[config.mk]
export PLATFORM = sky130hd
export DESIGN_NAME = pc_gen
export DESIGN_NICKNAME = d
export VERILOG_FILES = /design/src/rtl/pc_gen.sv
export SDC_FILE = /design/constraint.sdc
export NUM_CORES = 1
export LEC_CHECK = 0
export CORE_MARGIN = 2
export CORE_UTILIZATION = 35
export CTS_BUF_LIST = sky130_fd_sc_hd__clkbuf_16
export DETAILED_ROUTE_END_ITERATION = 6
export HOLD_SLACK_MARGIN = 0.1
export MAX_ROUTING_LAYER = met4
export PLACE_DENSITY = 0.66
export SLEW_MARGIN = 20
export SYNTH_ARGS = -nofsm -noshare
export SYNTH_HDL_FRONTEND = slang
export SYNTH_SLANG_ARGS = --single-unit
[constraint.sdc]
create_clock -name clk -period 4.2 [get_ports clk]
set_clock_uncertainty 0.15 [all_clocks]
set_input_delay 0.84 -clock clk [delete_from_list [all_inputs] [get_ports clk]]
set_output_delay 0.84 -clock clk [all_outputs]
set_load 0.005 [all_outputs]
[src/rtl/pc_gen.sv]
// pc_gen: fetch-stage program-counter generator.
// Produces the registered fetch address. It advances sequentially, takes
// prioritised redirects (exception > ERET > branch) and holds while any
// stall source is active. A redirect that arrives during a stall is parked
// in a pending register. It is applied when the stall releases, unless a
// newer redirect of equal or higher priority arrives first.
module pc_gen #(
    parameter int                ADDR_W    = 32,
    parameter logic [ADDR_W-1:0] RESET_VEC = ADDR_W'(32'hBFC00000),
    parameter logic [ADDR_W-1:0] EXC_VEC   = ADDR_W'(32'hBFC00380),
    parameter int                NUM_STALL = 4,
    parameter int                INC       = 4,
    parameter int                CNT_W     = 16
) (
    input  logic                 clk,
    input  logic                 rst,
    input  logic [NUM_STALL-1:0] stall_vec,
    input  logic                 fetch_ready,
    input  logic                 exc_req,
    input  logic                 eret_req,
    input  logic [ADDR_W-1:0]    epc,
    input  logic                 br_valid,
    input  logic [ADDR_W-1:0]    br_target,
    output logic [ADDR_W-1:0]    pc,
    output logic                 pc_valid,
    output logic                 pc_misalign,
    output logic                 redirect_pending,
    output logic [NUM_STALL-1:0] hold_src,
    output logic [CNT_W-1:0]     stall_cnt
);

    // Two-state sequencer: RUN fetches normally; HOLD owns a parked redirect.
    localparam logic [0:0] ST_RUN  = 1'b0;
    localparam logic [0:0] ST_HOLD = 1'b1;

    // Redirect priority codes; a larger value means a higher priority.
    localparam logic [1:0] CODE_NONE = 2'd0;
    localparam logic [1:0] CODE_BR   = 2'd1;
    localparam logic [1:0] CODE_ERET = 2'd2;
    localparam logic [1:0] CODE_EXC  = 2'd3;

    localparam logic [ADDR_W-1:0] INC_V   = ADDR_W'(INC);
    localparam logic [CNT_W-1:0]  CNT_MAX = {CNT_W{1'b1}};
    localparam logic [CNT_W-1:0]  CNT_ONE = {{(CNT_W-1){1'b0}}, 1'b1};

    // Architectural state
    logic [0:0]           state_r;
    logic [ADDR_W-1:0]    pc_r;
    logic [1:0]           pend_code_r;
    logic [ADDR_W-1:0]    pend_tgt_r;
    logic [NUM_STALL-1:0] hold_src_r;
    logic [CNT_W-1:0]     stall_cnt_r;

    // Next-state values and decoded request information
    logic                 stall_s;
    logic [1:0]           code_s;
    logic [ADDR_W-1:0]    target_s;
    logic                 new_wins_s;
    logic [0:0]           state_nxt_s;
    logic [ADDR_W-1:0]    pc_nxt_s;
    logic [1:0]           pend_code_nxt_s;
    logic [ADDR_W-1:0]    pend_tgt_nxt_s;
    logic [NUM_STALL-1:0] hold_src_nxt_s;

    // Any stall source, or instruction memory not accepting, freezes the PC.
    assign stall_s = (|stall_vec) | ~fetch_ready;

    // Select the highest-priority redirect and its target.
    always_comb begin
        code_s   = CODE_NONE;
        target_s = {ADDR_W{1'b0}};
        if (exc_req) begin
            code_s   = CODE_EXC;
            target_s = EXC_VEC;
        end else if (eret_req) begin
            code_s   = CODE_ERET;
            target_s = epc;
        end else if (br_valid) begin
            code_s   = CODE_BR;
            target_s = br_target;
        end else begin
            code_s   = CODE_NONE;
            target_s = {ADDR_W{1'b0}};
        end
    end

    // A live redirect may supersede the parked one only if it is at least as urgent.
    assign new_wins_s = (code_s != CODE_NONE) && (code_s >= pend_code_r);

    // Next-state logic for the PC, the sequencer and the pending redirect.
    always_comb begin
        state_nxt_s     = state_r;
        pc_nxt_s        = pc_r;
        pend_code_nxt_s = pend_code_r;
        pend_tgt_nxt_s  = pend_tgt_r;
        hold_src_nxt_s  = hold_src_r;
        case (state_r)
            ST_RUN: begin
                if (!stall_s) begin
                    if (code_s != CODE_NONE) begin
                        pc_nxt_s = target_s;
                    end else begin
                        pc_nxt_s = pc_r + INC_V;
                    end
                end else if (code_s != CODE_NONE) begin
                    // Park the redirect; the PC stays put until the stall clears.
                    pend_code_nxt_s = code_s;
                    pend_tgt_nxt_s  = target_s;
                    hold_src_nxt_s  = stall_vec;
                    state_nxt_s     = ST_HOLD;
                end else begin
                    pc_nxt_s = pc_r;
                end
            end
            ST_HOLD: begin
                if (stall_s) begin
                    hold_src_nxt_s = hold_src_r | stall_vec;
                    if (new_wins_s) begin
                        pend_code_nxt_s = code_s;
                        pend_tgt_nxt_s  = target_s;
                    end else begin
                        pend_code_nxt_s = pend_code_r;
                        pend_tgt_nxt_s  = pend_tgt_r;
                    end
                end else begin
                    if (new_wins_s) begin
                        pc_nxt_s = target_s;
                    end else begin
                        pc_nxt_s = pend_tgt_r;
                    end
                    pend_code_nxt_s = CODE_NONE;
                    pend_tgt_nxt_s  = {ADDR_W{1'b0}};
                    hold_src_nxt_s  = {NUM_STALL{1'b0}};
                    state_nxt_s     = ST_RUN;
                end
            end
            default: begin
                // Unreachable encoding: recover to a clean RUN state.
                state_nxt_s     = ST_RUN;
                pend_code_nxt_s = CODE_NONE;
                pend_tgt_nxt_s  = {ADDR_W{1'b0}};
                hold_src_nxt_s  = {NUM_STALL{1'b0}};
            end
        endcase
    end

    // Register the PC, the sequencer and the pending redirect; reset discards any parked redirect.
    always_ff @(posedge clk) begin
        if (rst) begin
            state_r     <= ST_RUN;
            pc_r        <= RESET_VEC;
            pend_code_r <= CODE_NONE;
            pend_tgt_r  <= {ADDR_W{1'b0}};
            hold_src_r  <= {NUM_STALL{1'b0}};
        end else begin
            state_r     <= state_nxt_s;
            pc_r        <= pc_nxt_s;
            pend_code_r <= pend_code_nxt_s;
            pend_tgt_r  <= pend_tgt_nxt_s;
            hold_src_r  <= hold_src_nxt_s;
        end
    end

    // Count stalled cycles; saturate at all-ones and clear only on reset.
    always_ff @(posedge clk) begin
        if (rst) begin
            stall_cnt_r <= {CNT_W{1'b0}};
        end else if (stall_s && (stall_cnt_r != CNT_MAX)) begin
            stall_cnt_r <= stall_cnt_r + CNT_ONE;
        end else begin
            stall_cnt_r <= stall_cnt_r;
        end
    end

    assign pc               = pc_r;
    assign redirect_pending = (state_r == ST_HOLD);
    // The held PC in HOLD is wrong-path, and nothing is valid while reset is applied.
    assign pc_valid         = ~rst & ~redirect_pending;
    // Targets are not realigned, so misalignment is flagged rather than fixed.
    assign pc_misalign      = |pc_r[1:0];
    assign hold_src         = hold_src_r;
    assign stall_cnt        = stall_cnt_r;

endmodule

==> results of run 1 <==
[logic make-up after synthesis]
family,Yosys count
compound gates,266
simple gates,221
flops,87
buf+inv,67
xor+xnor,33
mux,8
fa+ha+maj,4
[cell type report]
cell class | count | area share (%)
clock buffer | 9 | 3.20
clock inverter | 7 | 1.26
inverter | 9 | 0.480
multi-input combinational | 532 | 46.6
sequential | 87 | 24.8
tap | 188 | 3.34
timing repair buffer | 149 | 20.4
[per-stage QoR]
step                      std cells  hold slack [ps]  power (W)
after detailed placement        965              320    0.00137
after global placement          965              316    0.00137
after floorplan                 686              298    0.00119
after CTS                       981              329    0.00224
after global routing            981              344    0.00232
final                           981              327    0.00224
[worst max-delay path: stages]
cell	delay (ps)
clkdlybuf4s50_1	580
nor2b_2	70
nor2_1	170
ha_1	260
nand2b_1	160
a21o_1	190
buf_4	170
nand2_1	470
nand2_1	200
mux2i_1	190
o32ai_1	290
[power groups by stage]
stage	Sequential [W]	Clock (W)	Combinational, W
5_1_grt	0.000918	0.000910	0.000495
6_report	0.000913	0.000872	0.000453
3_5_place_dp	0.000929	0	0.000446
2_1_floorplan	0.000920	0	0.000265
4_1_cts	0.000911	0.000886	0.000447
3_3_place_gp	0.000929	0	0.000442
[cells in the final DEF, fill, tap and decap left out, types with 6 or more instances in the layout]
cell / n
a2111oi_0: 8
a211oi_1: 22
a21oi_1: 40
a221oi_1: 30
a22oi_1: 17
a31oi_1: 15
and3_1: 9
and4_1: 6
buf_4: 21
clkbuf_16: 9
clkdlybuf4s50_1: 127
dfxtp_1: 87
inv_1: 9
nand2_1: 49
nand3_1: 21
nand4_1: 13
nor2_1: 70
nor3_1: 18
o21ai_0: 90
xnor2_1: 20
xor2_1: 13
[metal layers]
metal	wire (µm)	share of wire [%]	track usage [%]	up-vias
li1	-	-	-	2802
met1	8120	44	30.9	2771
met2	8730	47	36.5	259
met3	1410	7.6	3.77	27
met4	386	2.1	7.11	0
met5	0	0	-	-
[path summary, 6_finish.rpt]
path                                endpoint  depth (start not counted)  slack, ps
hold / removal      hold_src[2]$_SDFFE_PP0P_                          2        330
setup / recovery  pend_tgt_r[0]$_SDFFE_PP0P_                         11        700
setup reg to reg         pc[24]$_SDFFE_PP1P_                          7       1630
hold reg to reg     hold_src[2]$_SDFFE_PP0P_                          2        330
[flip-flops by register name, indices dropped and copies added, names as in the netlist]
signal,count
pend_tgt_r,32
stall_cnt,16
hold_src,4
redirect_pending,1
pend_code_r,2
pc,32
==> summary.md, run 1 <==
| Metric | Value |
|---|---|
| Outcome | `completed` |
| RSZ-0062 raised after global routing | `false` |
| Max Cap Viol | `0` |
| Synth Register Bits | `87` |
| GP Congestion | `0.925` |
| Core area | `15000 µm²` |
| EDFF count, synth | `0` |
| Wirelength per Cell | `19.0 µm` |
| Switch share | `29.0%` |
| Vias | `5859` |
| Total wire length | `18.6 mm` |
| Synth Area in Compound Gates | `32.7%` |
| Synthesized cell area | `5330 µm²` |
| Switching power total | `0.000649 W` |
| Post-route ant nets | `0` |
| Post-synth top area share | `32.7%` |
| Max-slew violations | `0` |
| Diode count | `0` |
| Leak | `2.45 nW` |
| Final Util | `46.8%` |
| Maximum VDD drop | `0.215 mV` |
| Synth Area per Inst | `7.77 µm²` |
| Initial antenna violation count | `0` |
| Insertion delay of the later-clocked pin in the worst-skew pair | `350 ps` |
| Mux share of post-synthesis cell area | `1.64%` |
| Clock Sinks | `87` |
| Critical path startpoint category | `input pin` |
| Library cells used by synthesis | `65` |
| Post-Synth Adder-Cell Area | `0.939%` |
| Combinational share of power | `20.2%` |
| WP data arrival | `3600 ps` |
| Dominant cell type by area after synthesis | `dfxtp_1` |
| Hpwl dp | `12.9 mm` |
| Required @ worst endpoint | `4300 ps` |
| # nets final | `866` |
| Reg2reg start | `pc[2]$_SDFFE_PP0P_` |
| Largest cells by area after synthesis | `dfxtp_1, o21ai_0, a221oi_1, nor2_1, a21oi_1` |
| Final worst slack | `701 ps` |
| Final setup violation count | `0` |
| Cts bufs inserted | `9` |
| Top_reg_cell synth | `dfxtp_1` |
| I/O pin cnt | `129` |
| Register area | `1740 µm²` |
| CTS resizes | `0` |
| Share of cells above drive strength 1 | `7.82%` |
| Worst-Margin Slew | `979 ps` |
| Pre-CTS setup slack | `443 ps` |
| Rows | `45` |
| Root buffer cell | `clkbuf_16` |
| CP Launch Point | `eret_req` |
| Clk slew on worst S/H paths | `60 ps` |
| Non-Filler Cell Area, Final | `7030 µm²` |
| Overflow after GRT | `0` |
| Avg Vias per Cell | `5.97` |
| H-Tree Depth | `3` |
| Synth Area in Simple Gates | `20.6%` |
| Final setup TNS | `0 ps` |
| Final Cycle Share | `83.3%` |
| # port buffers | `128` |
| Power Density | `318 nW/µm²` |
| Most frequent cell after synthesis | `o21ai_0` |
| Tot GR Track Use | `23.3%` |
| Initial Util | `35.5%` |
| DRT iter0 DRCs | `509` |
| Synth Area in XOR/XNOR | `5.42%` |
| TritonRoute pass-1 iters | `6` |
| Hold Crit Class | `reg -> reg` |
| Max Buffers Root-to-Sink | `2` |
| Cells after Synth | `686` |
| Largest family of logic cells by synthesized area | `compound AO/OA/AOI/OAI gates` |
| Post-Place Cell Area | `6720 µm²` |
| Clk network pwr share | `39.0%` |
| WS Path Type | `in -> reg` |
| Die area | `16200 µm²` |
| Synthesized Nets | `764` |
| Worst Path Max Fanout | `16` |
| Final Hold Viols | `0` |
| Yosys warns | `0` |
| Fillers | `1518` |
| Remaining DRCs | `0` |
| Pin count of the biggest net entering global routing | `51` |
| Relative slew margins | `34.7%` |
| Crit end category | `flop` |
| Register area share after synthesis | `32.7%` |
| Hold Startpoint | `hold_src[2]$_SDFFE_PP0P_` |
| Fmax | `0.286 GHz` |
| Minimum clock period | `3500 ps` |
| Multi-input gate area | `3270 µm²` |
| Sequential Power Share | `40.8%` |
| CTS tree | `yes` |
| First-pass GRT wire length | `29.3 mm` |
| Die H | `127 µm` |
| P&R area growth vs syn | `31.9%` |
| CTS hold repair buffers | `0` |
| Die X | `127 µm` |
| Setup bufs post-CTS | `0` |
| Commonest cells post-synth | `o21ai_0, dfxtp_1, nor2_1, nand2_1, a21oi_1` |
| Async SR Flop Fraction | `0%` |
| Vias in the first global route | `5389` |
| Cell internal pwr | `0.00159 W` |
Power figures use the tool's default switching activity.
==> inputs of run 2 (changes only) <==
==> constraint.sdc (replaced) <==
create_clock -name clk -period 3.53 [get_ports clk]
set_clock_uncertainty 0.15 [all_clocks]
set_input_delay 0.706 -clock clk [delete_from_list [all_inputs] [get_ports clk]]
set_output_delay 0.706 -clock clk [all_outputs]
set_load 0.005 [all_outputs]
==> run 2 against run 1 <==
Combinational power rose by 25%. Final cell count rose by 1.7%. Sequential power increased by 19%. Register-to-register slack lost 590 ps. Largest cell class unchanged. Critical endpoint is now pc[23]$_SDFFE_PP1P_. Core utilization rose by 0.93 points. Design area rose by 2.0%. Routed wire length grew 0.86%. Flip-flop and latch count unchanged.
==> summary.md, run 2 (synthesized netlist as in run 1, its figures left out) <==
| Metric | Value |
|---|---|
| Outcome | `completed` |
| Power Density | `376 nW/µm²` |
| Minimum clock period | `3180 ps` |
| Clk slew on worst S/H paths | `60 ps` |
| Tot GR Track Use | `23.8%` |
| Post-Place Cell Area | `6860 µm²` |
| # port buffers | `128` |
| Required @ worst endpoint | `3580 ps` |
| Slowest CP cell | `clkdlybuf4s50_1` |
| Worst path max stage delay | `560 ps` |
| RSZ-0062 raised after global routing | `false` |
| CTS hold repair buffers | `0` |
| Vias in the first global route | `5532` |
| I/O pin cnt | `129` |
| Die area | `16200 µm²` |
| GP Congestion | `0.899` |
| Final setup violation count | `0` |
| Max Buffers Root-to-Sink | `2` |
| Total wire length | `18.8 mm` |
| Pin count of the biggest net entering global routing | `51` |
| Crit end category | `flop` |
| Multi-input gate area | `3270 µm²` |
| Die X | `127 µm` |
| Root buffer cell | `clkbuf_16` |
| Reg2reg start | `pc[2]$_SDFFE_PP0P_` |
| Overflow after GRT | `0` |
| Worst Path Max Fanout | `17` |
| Leak | `2.54 nW` |
| Reg-to-Reg End | `pc[30]$_SDFFE_PP0P_` |
| Initial antenna violation count | `0` |
| Most frequent cells in the layout | `clkdlybuf4s50_1, o21ai_0, dfxtp_1` |
| Critical path depth | `11` |
| Hold Crit Class | `reg -> reg` |
| H-Tree Depth | `3` |
| Final Hold Viols | `0` |
| Avg Vias per Cell | `5.98` |
| TritonRoute pass-1 iters | `5` |
| Die H | `127 µm` |
| CTS tree | `yes` |
| Insertion delay of the later-clocked pin in the worst-skew pair | `360 ps` |
| Diode count | `0` |
| Non-Filler Cell Area, Final | `7170 µm²` |
| Share of cells above drive strength 1 | `9.75%` |
| Cts bufs inserted | `9` |
| Max Cap Viol | `0` |
| Setup bufs post-CTS | `0` |
| Maximum VDD drop | `0.253 mV` |
| # nets final | `883` |
| Initial Util | `35.5%` |
| Final setup TNS | `0 ps` |
| Worst-case reg-to-reg path depth | `7` |
| R2R Setup Slk | `1040 ps` |
| Rows | `45` |
| Vias | `5969` |
| Crit path max-delay family | `compound AO/OA/AOI/OAI gates` |
| Worst-Margin Slew | `793 ps` |
| Remaining DRCs | `0` |
| Hpwl dp | `13.3 mm` |
| Critical Path Sink | `pc[23]$_SDFFE_PP1P_` |
| CTS resizes | `0` |
| WP data arrival | `3240 ps` |
| Final Cycle Share | `90.2%` |
| Fillers | `1442` |
| P&R area growth vs syn | `34.6%` |
| WS Path Type | `in -> reg` |
| Max-slew violations | `0` |
| First-pass GRT wire length | `29.7 mm` |
| Relative slew margins | `47.1%` |
| Register area | `1740 µm²` |
| Wirelength per Cell | `18.8 µm` |
| Fmax | `0.314 GHz` |
| Commonest non-fill, non-tap cell in the layout | `clkdlybuf4s50_1` |
| Crit-path cells | `clkdlybuf4s50_1 > nor2b_2 > nor2_1 > ha_1 > nand2b_1 > a21o_1 > buf_4 > a21oi_1 > a211oi_1 > a2111oi_0 > o21ai_0` |
| CP Launch Point | `eret_req` |
| DRT iter0 DRCs | `638` |
| Buffers and inverters on the worst path | `2` |
| Clock Sinks | `87` |
| Critical path startpoint category | `input pin` |
| Post-route ant nets | `0` |
| Core area | `15000 µm²` |
==> run 2: report_power, final <==
| part | leakage (nW) | switching [W] | internal (W) | total, W |
|---|---|---|---|---|
| Combinational | 1.67 | 0.000312 | 0.000253 | 0.000565 |
| Sequential | 0.712 | 0.0000468 | 0.00104 | 0.00109 |
| Clock | 0.160 | 0.000425 | 0.000617 | 0.00104 |
==> run 2: how the worst min path moves through the flow <==
stage,slack (ps),depth (start not counted),from,to
2_1_floorplan,300,2,pend_tgt_r[0]$_SDFFE_PP0P_,pend_tgt_r[0]$_SDFFE_PP0P_
3_3_place_gp,310,2,pend_tgt_r[0]$_SDFFE_PP0P_,pend_tgt_r[0]$_SDFFE_PP0P_
3_5_place_dp,320,2,hold_src[3]$_SDFFE_PP0P_,hold_src[3]$_SDFFE_PP0P_
4_1_cts,330,2,hold_src[3]$_SDFFE_PP0P_,hold_src[3]$_SDFFE_PP0P_
5_1_grt,350,2,hold_src[3]$_SDFFE_PP0P_,hold_src[3]$_SDFFE_PP0P_
6_report,330,2,hold_src[3]$_SDFFE_PP0P_,hold_src[3]$_SDFFE_PP0P_
==> run 2: cell type report <==
cell class | count | share of cell area, %
clock buffer | 9 | 3.14
tap | 188 | 3.28
inverter | 9 | 0.471
sequential | 87 | 24.3
timing repair buffer | 166 | 21.9
multi-input combinational | 532 | 45.6
clock inverter | 7 | 1.24
==> run 2: routing by layer <==
layer	wire length, µm	part of all wire [%]	vias to the layer above	track usage, %
met5	0	0	-	-
met4	592	3.1	0	10.5
met3	1450	7.7	46	4.44
met2	8410	45	283	35.4
met1	8350	44	2795	31.4
li1	-	-	2845	-
==> run 2: worst register-to-register path, stage by stage (launching register included) <==
cell and delay [ps]:
dfxtp_1 430, ha_1 260, nand3_1 240, nor4_4 490, nand3_1 250, nand2b_1 220
xor2_1 140, o32ai_1 210
==> run 2: metrics by stage <==
step	utilization [%]	total power (W)	hold WS, ps	std cells	setup slack (ps)
finish	47.7	0.00269	326	998	346
CTS	47.7	0.00269	330	998	404
global placement	45.6	0.00166	311	982	172
global route	47.7	0.00280	347	998	195
floorplan	-	0.00141	298	686	283
detailed placement	45.6	0.00166	321	982	128
==> inputs of run 3 (changes only) <==
--- a/config.mk
+++ b/config.mk
@@ -11,7 +11,7 @@
 export DETAILED_ROUTE_END_ITERATION = 6
 export HOLD_SLACK_MARGIN = 0.1
 export MAX_ROUTING_LAYER = met4
-export PLACE_DENSITY = 0.66
+export PLACE_DENSITY = 0.68
 export SLEW_MARGIN = 20
 export SYNTH_ARGS = -nofsm -noshare
 export SYNTH_HDL_FRONTEND = slang
==> constraint.sdc (replaced) <==
create_clock -name clk -period 2.7 [get_ports clk]
set_clock_uncertainty 0.15 [all_clocks]
set_input_delay 0.54 -clock clk [delete_from_list [all_inputs] [get_ports clk]]
set_output_delay 0.54 -clock clk [all_outputs]
set_load 0.005 [all_outputs]
==> run 3 against run 2 <==
Global-route usage is essentially flat. Final cell count rose by 5.1%. Combinational power increased by 62%. Setup slack got worse by 160 ps. Die area stayed put. Register-to-register slack got worse by 720 ps. Sequential power up 30%. Largest cell class unchanged. Highest routed layer unchanged.
==> summary.md, run 3 (synthesized netlist as in run 1, its figures left out) <==
| Metric | Value |
|---|---|
| CTS tree | `yes` |
| Vias in the first global route | `5644` |
| Max Cap Viol | `0` |
| Overflow after GRT | `0` |
| Post-route ant nets | `0` |
| Fmax | `0.399 GHz` |
| Critical path startpoint category | `input pin` |
| Max Buffers Root-to-Sink | `2` |
| Final setup violation count | `0` |
| Clock Sinks | `87` |
| Power Density | `451 nW/µm²` |
| Insertion delay of the later-clocked pin in the worst-skew pair | `350 ps` |
| Gr busiest metal | `met2` |
| Die area | `16200 µm²` |
| WHS Path Cells | `2` |
| Clk slew on worst S/H paths | `60 ps` |
| Initial Util | `35.5%` |
| GP Congestion | `0.899` |
| Diode count | `0` |
| Final worst slack | `191 ps` |
| Commonest non-fill, non-tap cell in the layout | `clkdlybuf4s50_1` |
| Cts bufs inserted | `9` |
| First-pass GRT wire length | `29.8 mm` |
| Rows | `45` |
| Minimum clock period | `2510 ps` |
| Final Hold Viols | `0` |
| Hpwl dp | `13.7 mm` |
| Die X | `127 µm` |
| Relative slew margins | `60.0%` |
| Wirelength per Cell | `18.1 µm` |
| R2R Setup Slk | `320 ps` |
| Pin count of the biggest net entering global routing | `51` |
| Non-Filler Cell Area, Final | `7730 µm²` |
| Crit end category | `flop` |
| Met2 Use GR | `35.6%` |
| Reg2reg start | `pc[3]$_SDFFE_PP0P_` |
| Outcome | `completed` |
| Fillers | `1446` |
| I/O pin cnt | `129` |
| Initial antenna violation count | `0` |
| Vias | `6188` |
| Die H | `127 µm` |
| Met1 global-route usage | `32.4%` |
| Routing usage on met3 | `4.86%` |
| DRT iter0 DRCs | `598` |
| Hold Startpoint | `hold_src[2]$_SDFFE_PP0P_` |
| Leak | `2.84 nW` |
| TritonRoute pass-1 iters | `5` |
| Worst Path Max Fanout | `9` |
| Required @ worst endpoint | `2770 ps` |
| Avg Vias per Cell | `5.90` |
| RSZ-0062 raised after global routing | `false` |
| Hold Crit Class | `reg -> reg` |
| # nets final | `934` |
| Maximum VDD drop | `0.302 mV` |
| Remaining DRCs | `0` |
| Reg-to-Reg End | `pc[24]$_SDFFE_PP1P_` |
| H-Tree Depth | `3` |
| Overall power | `0.00349 W` |
| Post-Place Cell Area | `7370 µm²` |
| Pre-CTS setup slack | `-452 ps` |
| Worst-Margin Slew | `600 ps` |
| Total wire length | `19.0 mm` |
| WS Path Type | `in -> reg` |
| Core area | `15000 µm²` |
| Worst-case reg-to-reg path depth | `7` |
| Final Cycle Share | `92.9%` |
| WP data arrival | `2580 ps` |
| Most frequent cells in the layout | `clkdlybuf4s50_1, o21ai_0, dfxtp_1` |
| # port buffers | `128` |
| Max-slew violations | `0` |
| Share of cells above drive strength 1 | `17.0%` |
| Hold path endpoint | `hold_src[2]$_SDFFE_PP0P_` |
| P&R area growth vs syn | `45.1%` |
| Tot GR Track Use | `23.8%` |
| Root buffer cell | `clkbuf_16` |
## run 3: cell type report
type	instances	area, µm²	share of cell area [%]
Inverter	9	33.8	0.437
Clock inverter	7	41.3	0.534
Clock buffer	9	225	2.91
Tap cell	188	235	3.04
Multi-Input combinational cell	532	3380	43.7
Sequential cell	87	1740	22.5
Timing Repair Buffer	217	2080	26.9
## run 3: how the worst max path moves through the flow
stage | from | slack, ps | cells past startpoint | endpoint
2_1_floorplan | eret_req | -30 | 13 | pc[23]$_SDFFE_PP1P_
3_3_place_gp | eret_req | -380 | 9 | pend_tgt_r[31]$_SDFFE_PP0P_
3_5_place_dp | eret_req | -450 | 9 | pend_tgt_r[2]$_SDFFE_PP0P_
4_1_cts | exc_req | -20 | 9 | pend_tgt_r[2]$_SDFFE_PP0P_
5_1_grt | eret_req | 120 | 11 | pc[22]$_SDFFE_PP1P_
6_report | eret_req | 190 | 9 | pc[25]$_SDFFE_PP1P_
## run 3: per-layer routing
| metal | up-vias | wire [µm] |
|---|---|---|
| li1 | 2941 | - |
| met3 | 31 | 1400 |
| met5 | - | 0 |
| met4 | 0 | 337 |
| met1 | 2934 | 8670 |
| met2 | 282 | 8570 |
## run 3: stage by stage
stage / cells / hold WS [ps] / setup TNS (ps) / util, %
floorplan: 686 / 298 / -206 / -
global placement: 1030 / 312 / -17020 / 49.0
detailed placement: 1030 / 317 / -18270 / 49.0
CTS: 1046 / 325 / -18.4 / 50.9
global route: 1049 / 340 / 0 / 51.4
finish: 1049 / 326 / 0 / 51.4
## run 3: timing repair
| action | 4_1_cts | 5_1_grt |
|---|---|---|
| pin swaps | 1 | 5 |
| hold buffers | 0 | 0 |
| gates resized for setup | 3 | 15 |
| setup endpoints to repair | 22 | 20 |
| gates cloned | 0 | 1 |
| setup buffers | 0 | 2 |
## run 3: report_power, final
group / switching (W) / internal (W)
Sequential: 0.0000629 / 0.00136
Clock: 0.000540 / 0.000615
Combinational: 0.000454 / 0.000458
## run 3: worst max-delay path, stage by stage
cell	delay [ps]
dlygate4sd2_1	310
or2_1	290
ha_1	360
a21oi_4	90
nor2_2	180
buf_4	220
a211oi_1	90
a2111oi_0	370
o21ai_0	140
